==> src/rtl/shift_pkg.sv <==
// Shared types and constants for the shift request sequencer.
package shift_pkg;

  localparam int unsigned DW       = 8;
  localparam int unsigned SHAMT_W  = 5;
  localparam int unsigned STEP_MAX = 7;
  localparam int unsigned STEP_W   = 3;

  typedef enum logic [1:0] {
    ST_IDLE = 2'd0,
    ST_BUSY = 2'd1,
    ST_DONE = 2'd2
  } state_t;

  // One accepted shift command.
  typedef struct packed {
    logic [DW-1:0]      din;
    logic [SHAMT_W-1:0] shamt;
    logic               lr;
    logic               al;
    logic               id;
  } shift_cmd_t;

endpackage

==> src/rtl/barrel_register.sv <==
// 8-bit combinational barrel shifter, 0..7 positions per pass.
module barrel_register
  import shift_pkg::*;
(
  input  logic [DW-1:0]     i_din,
  input  logic [STEP_W-1:0] i_amt,
  input  logic              i_lr,
  input  logic              i_al,
  output logic [DW-1:0]     o_dout
);

  // Left, arithmetic right or logical right by i_amt.
  always_comb begin
    o_dout = i_din;
    if (i_lr) begin
      o_dout = i_din << i_amt;
    end else if (i_al) begin
      o_dout = DW'($signed(i_din) >>> i_amt);
    end else begin
      o_dout = i_din >> i_amt;
    end
  end

endmodule

==> src/rtl/shift_req_sequencer.sv <==
// Shares one 8-bit barrel shifter between two requesters; long shifts iterate
// in passes of up to STEP_MAX positions.
module shift_req_sequencer
  import shift_pkg::*;
(
  input  logic               clk,
  input  logic               rst,
  input  logic               req0_valid,
  output logic               req0_ready,
  input  logic [DW-1:0]      req0_din,
  input  logic [SHAMT_W-1:0] req0_shamt,
  input  logic               req0_lr,
  input  logic               req0_al,
  input  logic               req1_valid,
  output logic               req1_ready,
  input  logic [DW-1:0]      req1_din,
  input  logic [SHAMT_W-1:0] req1_shamt,
  input  logic               req1_lr,
  input  logic               req1_al,
  output logic               resp_valid,
  input  logic               resp_ready,
  output logic [DW-1:0]      resp_data,
  output logic               resp_id
);

  state_t             r_state;
  logic [DW-1:0]      r_acc;
  logic [SHAMT_W-1:0] r_rem;
  logic               r_lr;
  logic               r_al;
  logic               r_id;
  logic               r_rr_ptr;

  logic               w_gnt0;
  logic               w_gnt1;
  shift_cmd_t         w_cmd;
  logic [STEP_W-1:0]  w_step;
  logic [SHAMT_W-1:0] w_rem_next;
  logic [DW-1:0]      w_shift;

  // Round-robin grant, only offered while idle and out of reset.
  always_comb begin
    w_gnt0 = 1'b0;
    w_gnt1 = 1'b0;
    if ((r_state == ST_IDLE) && !rst) begin
      if (req0_valid && (!req1_valid || !r_rr_ptr)) begin
        w_gnt0 = 1'b1;
      end else if (req1_valid) begin
        w_gnt1 = 1'b1;
      end
    end
  end

  assign req0_ready = w_gnt0;
  assign req1_ready = w_gnt1;

  // Command of the granted requester.
  always_comb begin
    if (w_gnt1) begin
      w_cmd = '{din: req1_din, shamt: req1_shamt, lr: req1_lr, al: req1_al, id: 1'b1};
    end else begin
      w_cmd = '{din: req0_din, shamt: req0_shamt, lr: req0_lr, al: req0_al, id: 1'b0};
    end
  end

  // Per-pass step: min(remaining, STEP_MAX).
  always_comb begin
    if (r_rem > SHAMT_W'(STEP_MAX)) begin
      w_step = STEP_W'(STEP_MAX);
    end else begin
      w_step = r_rem[STEP_W-1:0];
    end
    w_rem_next = r_rem - SHAMT_W'(w_step);
  end

  barrel_register u_shifter (
    .i_din  (r_acc),
    .i_amt  (w_step),
    .i_lr   (r_lr),
    .i_al   (r_al),
    .o_dout (w_shift)
  );

  // Sequencer FSM with registered response outputs.
  always_ff @(posedge clk or posedge rst) begin
    if (rst) begin
      r_state    <= ST_IDLE;
      r_acc      <= '0;
      r_rem      <= '0;
      r_lr       <= 1'b0;
      r_al       <= 1'b0;
      r_id       <= 1'b0;
      r_rr_ptr   <= 1'b0;
      resp_valid <= 1'b0;
      resp_data  <= '0;
      resp_id    <= 1'b0;
    end else begin
      case (r_state)
        ST_IDLE: begin
          if (w_gnt0 || w_gnt1) begin
            r_acc    <= w_cmd.din;
            r_rem    <= w_cmd.shamt;
            r_lr     <= w_cmd.lr;
            r_al     <= w_cmd.al;
            r_id     <= w_cmd.id;
            r_rr_ptr <= ~w_cmd.id;
            if (w_cmd.shamt == '0) begin
              r_state    <= ST_DONE;
              resp_valid <= 1'b1;
              resp_data  <= w_cmd.din;
              resp_id    <= w_cmd.id;
            end else begin
              r_state <= ST_BUSY;
            end
          end
        end
        ST_BUSY: begin
          r_acc <= w_shift;
          r_rem <= w_rem_next;
          if (w_rem_next == '0) begin
            r_state    <= ST_DONE;
            resp_valid <= 1'b1;
            resp_data  <= w_shift;
            resp_id    <= r_id;
          end
        end
        ST_DONE: begin
          if (resp_ready) begin
            r_state    <= ST_IDLE;
            resp_valid <= 1'b0;
          end
        end
        default: begin
          r_state <= ST_IDLE;
        end
      endcase
    end
  end

endmodule

==> config.mk <==
export PLATFORM = sky130hd
export DESIGN_NAME = shift_req_sequencer
export DESIGN_NICKNAME = d
export VERILOG_FILES = /design/src/rtl/shift_pkg.sv /design/src/rtl/barrel_register.sv /design/src/rtl/shift_req_sequencer.sv
export SDC_FILE = /design/constraint.sdc
export NUM_CORES = 1
export LEC_CHECK = 0
export BUFFER_PORTS_ARGS = -buffer_cell sky130_fd_sc_hd__buf_4
export CELL_PAD_IN_SITES_DETAIL_PLACEMENT = 0
export CELL_PAD_IN_SITES_GLOBAL_PLACEMENT = 1
export CORE_MARGIN = 2
export CORE_UTILIZATION = 40
export CTS_CLUSTER_DIAMETER = 200
export DETAILED_ROUTE_END_ITERATION = 10
export GPL_ROUTABILITY_DRIVEN = 0
export PLACE_DENSITY_LB_ADDON = 0.1
export SLEW_MARGIN = 10
export SYNTH_ARGS = -nofsm -noshare
export SYNTH_HDL_FRONTEND = slang
export SYNTH_SLANG_ARGS = --single-unit
export TNS_END_PERCENT = 5
==> constraint.sdc <==
create_clock -name clk -period 3 [get_ports clk]
set_clock_uncertainty 0.2 [all_clocks]
set_input_delay 0.15 -clock clk [delete_from_list [all_inputs] [get_ports clk]]
set_output_delay 0.15 -clock clk [all_outputs]
set_load 0.1 [all_outputs]
======== Word-level counts from Yosys, hierarchy flattened ========
Cells that the tools add are included.
operators by class
  add/sub/neg operators ................... 1
  order comparisons ....................... 1
  equality and inequality tests ........... 6
  shift-type cells ........................ 3
  muxes and demuxes ....................... 31
  bitwise gates (word level) .............. 1
  reductions and logical operators ........ 17
operators with widths
  kind                                                                             count
  8-bit 2-to-1 mux                                                                 6
  8-bit case mux with 2 select lines                                               2
  16-bit 2-to-1 mux                                                                1
  1-bit 2-to-1 mux                                                                 12
  5-bit zero test                                                                  2
  5-bit case mux with 2 select lines                                               1
  2-bit 2-to-1 mux                                                                 4
  8-bit by 3-bit left shift with 8-bit output                                      1
  8-bit by 3-bit >> shifter with 8-bit output                                      1
  8-bit by 3-bit >>> shifter with 8-bit output                                     1
  2-bit case mux with 3 select lines                                               1
  5-bit by 3-bit greater-than comparator with 1-bit output, second input constant  1
  5-bit 2-to-1 mux                                                                 1
  5-bit AND reduction                                                              1
  5-bit by 3-bit subtractor with 5-bit output                                      1
  2-bit by 1-bit inequality test with 1-bit output, second input constant          2
  2-bit inequality test, second input constant                                     2
  2-bit AND reduction                                                              2
  4-bit AND reduction                                                              1
  1-bit zero test                                                                  3
  3-bit 2-to-1 mux                                                                 1
  1-bit case mux with 3 select lines                                               1
  3-bit AND reduction                                                              1
  3-bit nonzero test                                                               1
  8 further kinds                                                                  10
storage, ports and cells
  flip-flop bits (word level) ............. 29
  input port bits ......................... 35

======== Depth between registers and ports, before layout ========
Gate-level depths: netlist (run 1).
  depth after elaboration ................. 10
  depth in mapped cells ................... 8
  mapped depth without buffers ............ 7

======== By module ========
A second synthesis (run 1) with hierarchy kept.
second synthesis, totals
  cells, all modules ...................... 240
  area, all modules ....................... 2093.3 um2
modules (own cells, without submodules)
  module               times used  cells an instance  area each (um2)  seq. area each (um2)
  shift_req_sequencer  1           163                1549.0           725.7
  barrel_register      1           77                 544.3            0.0

======== Worst setup path before layout (run 1) ========
No wires, ideal clock.
  path kind ............................... register to register
  start ................................... reg r_state[0]
  end ..................................... reg resp_data[3]
  arrival ................................. 2046 ps
  slack ................................... 685 ps
  stages on the path, launching flop included .. 7
  period minus slack after synthesis ...... 2315 ps
  cells stage by stage .................... dfrtp_1 > nor3_4 > nand3_4 > inv_1 > nand2_1 > a32oi_1 > mux2_2
between the ends
  longest elaborated chain between the ends .. 7
  elaborated cells between the ends (all ways) .. 16
  those cells by class .................... 4 x eq/ne; 6 x mux; 6 x reduce/logical
RTL lines
  item                                                                                                   line                        source
  from (decl)                                                                                            shift_req_sequencer.sv:26   state_t r_state;
  from (signal assigned)                                                                                 shift_req_sequencer.sv:87   r_state <= ST_IDLE;
  from (signal assigned)                                                                                 shift_req_sequencer.sv:108  r_state <= ST_DONE;
  from (signal assigned)                                                                                 shift_req_sequencer.sv:113  r_state <= ST_BUSY;
  2-bit zero test (*)                                                                                    shift_req_sequencer.sv:45   if ((r_state == ST_IDLE) && !rst) begin
  1-bit logical AND (*)                                                                                  shift_req_sequencer.sv:45
  1-bit 2-to-1 mux (*)                                                                                   shift_req_sequencer.sv:45
  via req1_ready                                                                                         shift_req_sequencer.sv:15   output logic req1_ready,
  16-bit 2-to-1 mux                                                                                      shift_req_sequencer.sv:59   if (w_gnt1) begin
  5-bit zero test / 8-bit 2-to-1 mux (equally long branches)                                             shift_req_sequencer.sv:107  if (w_cmd.shamt == '0) begin
  2-bit by 1-bit inequality test with 1-bit output (no line) / 8-bit 2-to-1 mux (equally long branches)  --
  4-bit AND reduction (no line) / 8-bit case mux with 2 select lines (equally long branches)             --
  to (signal assigned)                                                                                   shift_req_sequencer.sv:110  resp_data <= w_cmd.din;
  to (signal assigned)                                                                                   shift_req_sequencer.sv:123  resp_data <= w_shift;
  to (decl)                                                                                              shift_req_sequencer.sv:22   output logic [DW-1:0] resp_data,
The timed path passes the listed nets; every way through them passes the cells marked *. The select of a mux whose other input is x is not followed.
A chain may end at the register's enable or synchronous reset.

======== Worst setup path after layout (run 1) ========
  start ................................... reg r_rem[0]
  end ..................................... reg r_acc[6]
between the ends
  longest elaborated chain between the ends .. 6
  elaborated cells between the ends (all ways) .. 8
  those cells by class .................... 1 x order compare; 3 x shift; 4 x mux
RTL lines
  item                                                                                                                line                                          source
  from (decl)                                                                                                         shift_req_sequencer.sv:28                     logic [SHAMT_W-1:0] r_rem;
  from (signal assigned)                                                                                              shift_req_sequencer.sv:102                    r_rem <= w_cmd.shamt;
  from (signal assigned)                                                                                              shift_req_sequencer.sv:119                    r_rem <= w_rem_next;
  5-bit by 3-bit greater-than comparator with 1-bit output                                                            shift_req_sequencer.sv:68                     if (r_rem > SHAMT_W'(STEP_MAX)) begin
  3-bit 2-to-1 mux (*)                                                                                                shift_req_sequencer.sv:68
  8-bit by 3-bit >> shifter with 8-bit output / 8-bit by 3-bit >>> shifter with 8-bit output (equally long branches)  barrel_register.sv:20, barrel_register.sv:18
  8-bit 2-to-1 mux                                                                                                    barrel_register.sv:17                         end else if (i_al) begin
  8-bit 2-to-1 mux (*)                                                                                                barrel_register.sv:15                         if (i_lr) begin
  8-bit case mux with 2 select lines (*)                                                                              shift_req_sequencer.sv:98                     case (r_state)
  to (signal assigned)                                                                                                shift_req_sequencer.sv:101                    r_acc <= w_cmd.din;
  to (signal assigned)                                                                                                shift_req_sequencer.sv:118                    r_acc <= w_shift;
  to (decl)                                                                                                           shift_req_sequencer.sv:27                     logic [DW-1:0] r_acc;
Mark *: on every way between the ends. The rest lies on a longest branch, timed or not.

==> impl_metrics.csv, run 1 <==
group,metric,value,unit
die,ios,47,
status,outcome,"completed",
critical_path,worstPathBufferInverterCount,0,
placed_design,dpl_cell_area,0.00261,mm2
die,rows,27,
grt,grt.overflow.total,0,
grt,grt_pass1_wl,11.2,mm
logic_synthesis,netlist_area,0.00224,mm2
layout,multi_input_area,0.00138,mm2
min_path,whs_path_depth,3,
logic_synthesis,syn-num-nets,308,
layout,fillers,567,
pwr,p_comb_share,61.0,%
critical_path,start_kind,"flip-flop",
timing,max_freq,366,MHz
die,die_area,0.00622,mm2
min_path,min_from,"req1_shamt[4]",
pwr,pwr-share-clk,12.1,%
critical_path,rrSetupSlack,0.27,ns
timing,rsz0062_at_grt,"false",
critical_path,slowest_delay,0.61,ns
die,start_util,40.9,%
die,die_width,78.9,um
routing,route.vias.total,2314,
logic_synthesis,synth.avg_cell_area,8.24,um2
critical_path,path_max_fanout,15,
grt,grt_max_degree,30,
die,fp.dieH,78.9,um
critical_path,startpoint,"r_rem[0]",
clocking,insertion_delay,0.29,ns
pwr,p_per_area,1250,mW/mm2
logic_synthesis,ys_types,49,
flow_run,cap_viol_max_count,0,
critical_path,critPathKind,"flip-flop to flip-flop",
routing,avgRoutedWirePerCell,17.4,um
logic_synthesis,synth_top_cell_area_share,32.4,%
clocking,cts_root_buf,"clkbuf_8",
routing,routed_wl,6.79,mm
pwr,leakagePower,1.28,nW
timing,tightest_slew,0.973,ns
timing,setup-tns-final,0,ns
pwr,internal_power,0.00158,W
critical_path,path_cells,"or3_1, o22ai_1, a221oi_1, nor4_1, a31oi_1, mux2_2",
pwr,p_switching,0.00194,W
logic_synthesis,synth_top_cells_by_area,"dfrtp_1 (32%), nand2_1 (6.5%), mux2_2 (5.5%), mux2i_1 (5.4%), o21ai_0 (3.8%)",
placed_design,io_buffers,46,
timing,fin_crit_sh,91.1,%
timing,setup_viol,0,
logic_synthesis,netlist_instances,272,
logic_synthesis,ys_seq_area_share,32.4,%
timing,slew_viol_final,0,
pwr,netSwitchingFraction,55.1,%
clocking,cts_max_level,2,
routing,drt_iter0_drc,294,
layout,area_growth,26.1,%
placed_design,post-place-ws,0.351,ns
logic_synthesis,yosysTopAreaCell,"dfrtp_1",
critical_path,r2r-end,"r_acc[6]",
timing,final_hold_viol_count,0,
placed_design,hpwlAfterDp,4.88,mm
logic_synthesis,ys_ff_latch,29,
timing,worst_slack,0.266,ns
clocking,numCtsBuffers,5,
logic_synthesis,async_flop_share,100,%
routing,vias_per_cell,5.93,
routing,post-route-drc-count,0,
timing,fin_crit,2.73,ns
layout,seq_area,726,um2
min_path,min_to,"r_rem[4]",
logic_synthesis,synthTopCellsByCount,"nand2_1 (39), dfrtp_1 (29), o21ai_0 (17)",
grt,grtUsageTotal,23.1,%
grt,grt_pass1_vias,2171,
critical_path,critical_path.slowest_cell,"or3_1",
routing,final_antenna_net_count,0,
clocking,cts.path.max_buffers,2,
critical_path,cp-end-kind,"flip-flop",
clocking,clk_pin_slew_worst_paths,0.07,ns
layout,final_layout_size_suffix_gt1_share,24.5,%
layout,final_area,0.00283,mm2
critical_path,r2r_start,"r_rem[0]",
timing,slew_headroom,34.9,%
min_path,hold_class,"primary input to flip-flop",
logic_synthesis,synth.most_common_cell,"nand2_1",
critical_path,worst-endpoint-arrival,2.71,ns
critical_path,required,2.98,ns
critical_path,r2r_cells,6,
clocking,clock_sinks,29,
die,core,0.00547,mm2
logic_synthesis,synth_edf_count,0,
pwr,power,0.00352,W
clocking,cts_tree,"yes",
pwr,ir_drop,0.612,mV
routing,drtPass1Iterations,5,
layout,diodes,0,
logic_synthesis,ys.warnings.count,0,
grt,antenna_found_initial,0,
pwr,power_frac_seq,26.9,%
critical_path,path_delay_family,"simple AND/OR/NAND/NOR gates",
logic_synthesis,synth_ff_type,"dfrtp_1",
layout,fin_nets,353,
==> sequential cells by signal (all words and copies together) (netlist names), 2 cells and up <==
| register | flops |
|---|---|
| r_acc | 8 |
| resp_data | 8 |
| r_rem | 5 |
| r_state | 2 |
==> timing repair <==
| action | in CTS | in global routing |
|---|---|---|
| gates resized for setup | 0 | 0 |
| setup buffers | 0 | 0 |
| hold buffers | 10 | 0 |
| hold endpoints to repair | 35 | 0 |
| endpoints found under the setup margin | 0 | 0 |
==> worst min-delay path, cell delays in order <==
cell	delay, ns
buf_4	0.08
mux2i_1	0.07
o21ai_0	0.17
==> final cells by class <==
class	count	share of cell area, %
tap	72	3.19
clock inverter	3	1.64
timing repair buffer	62	17.4
multi-input combinational	213	48.9
inverter	6	0.797
sequential	29	25.7
clock buffer	5	2.44
==> logic make-up after synthesis <==
logic type / after synthesis / share of synthesized area (%)
fa+ha+maj: 1 / 0.558
mux: 24 / 11.6
simple gates: 99 / 22.6
buf+inv: 30 / 5.97
flops: 29 / 32.4
compound gates: 89 / 26.9
==> layer usage <==
metal | routed length (um) | GRT usage [%]
met5 | 0 | 0
met1 | 3260 | 34.5
met2 | 3050 | 34.2
met4 | 92 | 6.55
met3 | 378 | 4.32
==> layout by cell type (no fill, tap or decap), types with 10 or more instances in the layout <==
cell	netlist	layout
a21oi_1	16	16
buf_4	0	52
dfrtp_1	29	29
dlygate4sd3_1	0	10
mux2_2	11	11
mux2i_1	12	12
nand2_1	39	39
nand3_1	10	10
nor2_1	14	14
o21ai_0	17	17
o22ai_1	11	11
==> stage by stage <==
step                      instances  util [%]  hold WS [ns]
after global routing            390      51.6        0.0176
after CTS                       390      51.6       0.00867
after detailed placement        372      47.7        0.0764
final                           390      51.6        0.0198
after floorplan                 272         -        0.0281
after global placement          372      47.7        0.0782
==> how the worst max path moves through the flow <==
stage / cells after the start / end
global placement: 6 / resp_data[6]
global route: 6 / r_acc[6]
floorplan: 6 / resp_data[3]
finish: 6 / r_acc[6]
CTS: 6 / r_acc[6]
detailed placement: 6 / resp_data[6]
==> power groups by stage <==
stage	registers (W)	clock network, W	logic, W
2_1_floorplan	0.00117	0	0.00137
3_3_place_gp	0.000951	0	0.00211
3_5_place_dp	0.000940	0	0.00210
4_1_cts	0.000936	0.000430	0.00214
5_1_grt	0.000980	0.000450	0.00234
6_report	0.000949	0.000425	0.00215
Power figures use the tool's default switching activity.
==> inputs of run 2 (changes only) <==
--- a/config.mk
+++ b/config.mk
@@ -10,9 +10,11 @@
 export CELL_PAD_IN_SITES_GLOBAL_PLACEMENT = 1
 export CORE_MARGIN = 2
 export CORE_UTILIZATION = 40
+export CTS_BUF_LIST = sky130_fd_sc_hd__clkbuf_4 sky130_fd_sc_hd__clkbuf_8 sky130_fd_sc_hd__clkbuf_16
 export CTS_CLUSTER_DIAMETER = 200
 export DETAILED_ROUTE_END_ITERATION = 10
 export GPL_ROUTABILITY_DRIVEN = 0
+export HOLD_SLACK_MARGIN = 0.05
 export PLACE_DENSITY_LB_ADDON = 0.1
 export SLEW_MARGIN = 10
 export SYNTH_ARGS = -nofsm -noshare
==> run 2 against run 1 <==
  * Clock-buffer cell count did not move
  * Setup slack improved by 0.017 ns
  * Clock power barely moved
  * Final area increased by 2.5%
  * Global-route usage grew 0.31 points
  * Non-clock buffer count rose by 7
  * Cell count rose by 1.8%
  * Register-to-register slack improved by 0.02 ns
  * Critical endpoint unchanged
==> impl_metrics.csv, run 2 (synthesis gave the netlist of run 1 again) <==
group,metric,value,unit
layout,fin_nets,360,
critical_path,slowest_delay,0.61,ns
layout,finish.utilization,52.9,%
die,rows,27,
critical_path,path_max_fanout,15,
layout,fillers,560,
pwr,power,0.00353,W
timing,max_freq,368,MHz
timing,fin_crit_sh,90.6,%
clocking,postCtsHoldBufs,17,
timing,timing.hold.ws,0.107,ns
layout,multi_input_area,0.00138,mm2
critical_path,r2r_start,"r_rem[0]",
pwr,leakagePower,1.31,nW
routing,final_antenna_net_count,0,
die,core,0.00547,mm2
critical_path,start_kind,"flip-flop",
routing,routed_wl,6.87,mm
clocking,numCtsBuffers,5,
die,start_util,40.9,%
status,outcome,"completed",
routing,avgRoutedWirePerCell,17.3,um
critical_path,path_cells,"or3_1, o22ai_1, a221oi_1, nor4_1, a31oi_1, mux2_2",
layout,area_growth,29.2,%
critical_path,critical_path.slowest_cell,"or3_1",
timing,slew_viol_final,0,
timing,setup_viol,0,
critical_path,cp-end-kind,"flip-flop",
clocking,cts.path.max_buffers,2,
routing,drt_iter0_drc,302,
clocking,clk_pin_slew_worst_paths,0.07,ns
critical_path,r2r-end,"r_acc[6]",
clocking,cts_root_buf,"clkbuf_8",
critical_path,worst-endpoint-arrival,2.69,ns
critical_path,critPathKind,"flip-flop to flip-flop",
grt,antenna_found_initial,0,
min_path,min_to,"resp_data[5]",
layout,diodes,0,
grt,grtUsageTotal,23.4,%
layout,mostFrequentLayoutCells,"buf_4 (52), nand2_1 (39), dfrtp_1 (29)",
layout,layout_commonest_cell,"buf_4",
timing,fin_crit,2.72,ns
timing,rsz0062_at_grt,"false",
placed_design,hpwlAfterDp,4.88,mm
die,die_area,0.00622,mm2
layout,final_area,0.00290,mm2
die,fp.dieH,78.9,um
flow_run,cap_viol_max_count,0,
min_path,whs_path_depth,4,
clocking,post_cts_buffers,0,
layout,final_layout_size_suffix_gt1_share,24.0,%
grt,grt_max_degree,30,
clocking,cts_max_level,2,
clocking,ctsResizeCount,0,
min_path,min_from,"req1_din[5]",
placed_design,io_buffers,46,
critical_path,r2r_cells,6,
routing,vias_per_cell,5.94,
routing,drtPass1Iterations,5,
layout,top_regs,"r_acc (8), resp_data (8), r_rem (5)",
clocking,insertion_delay,0.29,ns
timing,final_hold_viol_count,0,
critical_path,rrSetupSlack,0.28,ns
min_path,hold_class,"primary input to flip-flop",
routing,route.vias.total,2357,
die,ios,47,
timing,tightest_slew,0.972,ns
placed_design,dpl_cell_area,0.00261,mm2
timing,slew_headroom,34.9,%
grt,grt_pass1_wl,11.4,mm
grt,grt_pass1_vias,2202,
die,die_width,78.9,um
pwr,ir_drop,0.611,mV
routing,post-route-drc-count,0,
pwr,p_per_area,1220,mW/mm2
layout,seq_area,726,um2
clocking,cts_tree,"yes",
timing,setup-tns-final,0,ns
grt,grt.overflow.total,0,
clocking,clock_sinks,29,
critical_path,required,2.98,ns
-- run 2: cell type report --
class                      count  share of cell area, %
clock buffer                   5                   2.38
clock inverter                 3                   1.60
inverter                       6                  0.778
multi-input combinational    213                   47.7
sequential                    29                   25.1
tap                           72                   3.11
timing repair buffer          69                   19.4
-- run 2: how the worst max path moves through the flow --
stage | startpoint | endpoint | slack (ns) | depth (start not counted)
floorplan | r_state[0] | resp_data[3] | 0.68 | 6
CTS | r_rem[0] | r_acc[6] | 0.34 | 6
global placement | r_rem[0] | resp_data[6] | 0.33 | 6
detailed placement | r_rem[0] | resp_data[6] | 0.35 | 6
finish | r_rem[0] | r_acc[6] | 0.28 | 6
global route | r_rem[0] | r_acc[6] | 0.11 | 6
-- run 2: routing by layer --
| layer | global-route usage (%) | vias to the layer above | share of wire, % | wire length (um) |
|---|---|---|---|---|
| li1 | - | 1125 | - | - |
| met1 | 34.6 | 1121 | 47 | 3200 |
| met2 | 35.1 | 98 | 45 | 3100 |
| met3 | 4.32 | 13 | 6.7 | 457 |
| met4 | 6.55 | 0 | 1.6 | 110 |
| met5 | 0 | - | 0 | 0 |
-- run 2: through the flow --
| step | worst slack [ns] | std cells |
|---|---|---|
| after CTS | 0.340 | 397 |
| after floorplan | 0.685 | 272 |
| after detailed placement | 0.351 | 372 |
| final | 0.283 | 397 |
| after global placement | 0.329 | 372 |
| after global routing | 0.110 | 397 |
-- run 2: worst max-delay path, delay by kind of cell, from the launching register on --
family             cells  cell delay [ns]
and+or+nand+nor        2             1.09
muxes                  1             0.32
DFF                    1             0.57
AOI/OAI and AO/OA      3             0.42
-- run 2: report_power, final --
group / internal, W / switching, W / total (W)
Clock: 0.000248 / 0.000175 / 0.000423
Sequential: 0.000581 / 0.000371 / 0.000952
Combinational: 0.000764 / 0.00140 / 0.00216
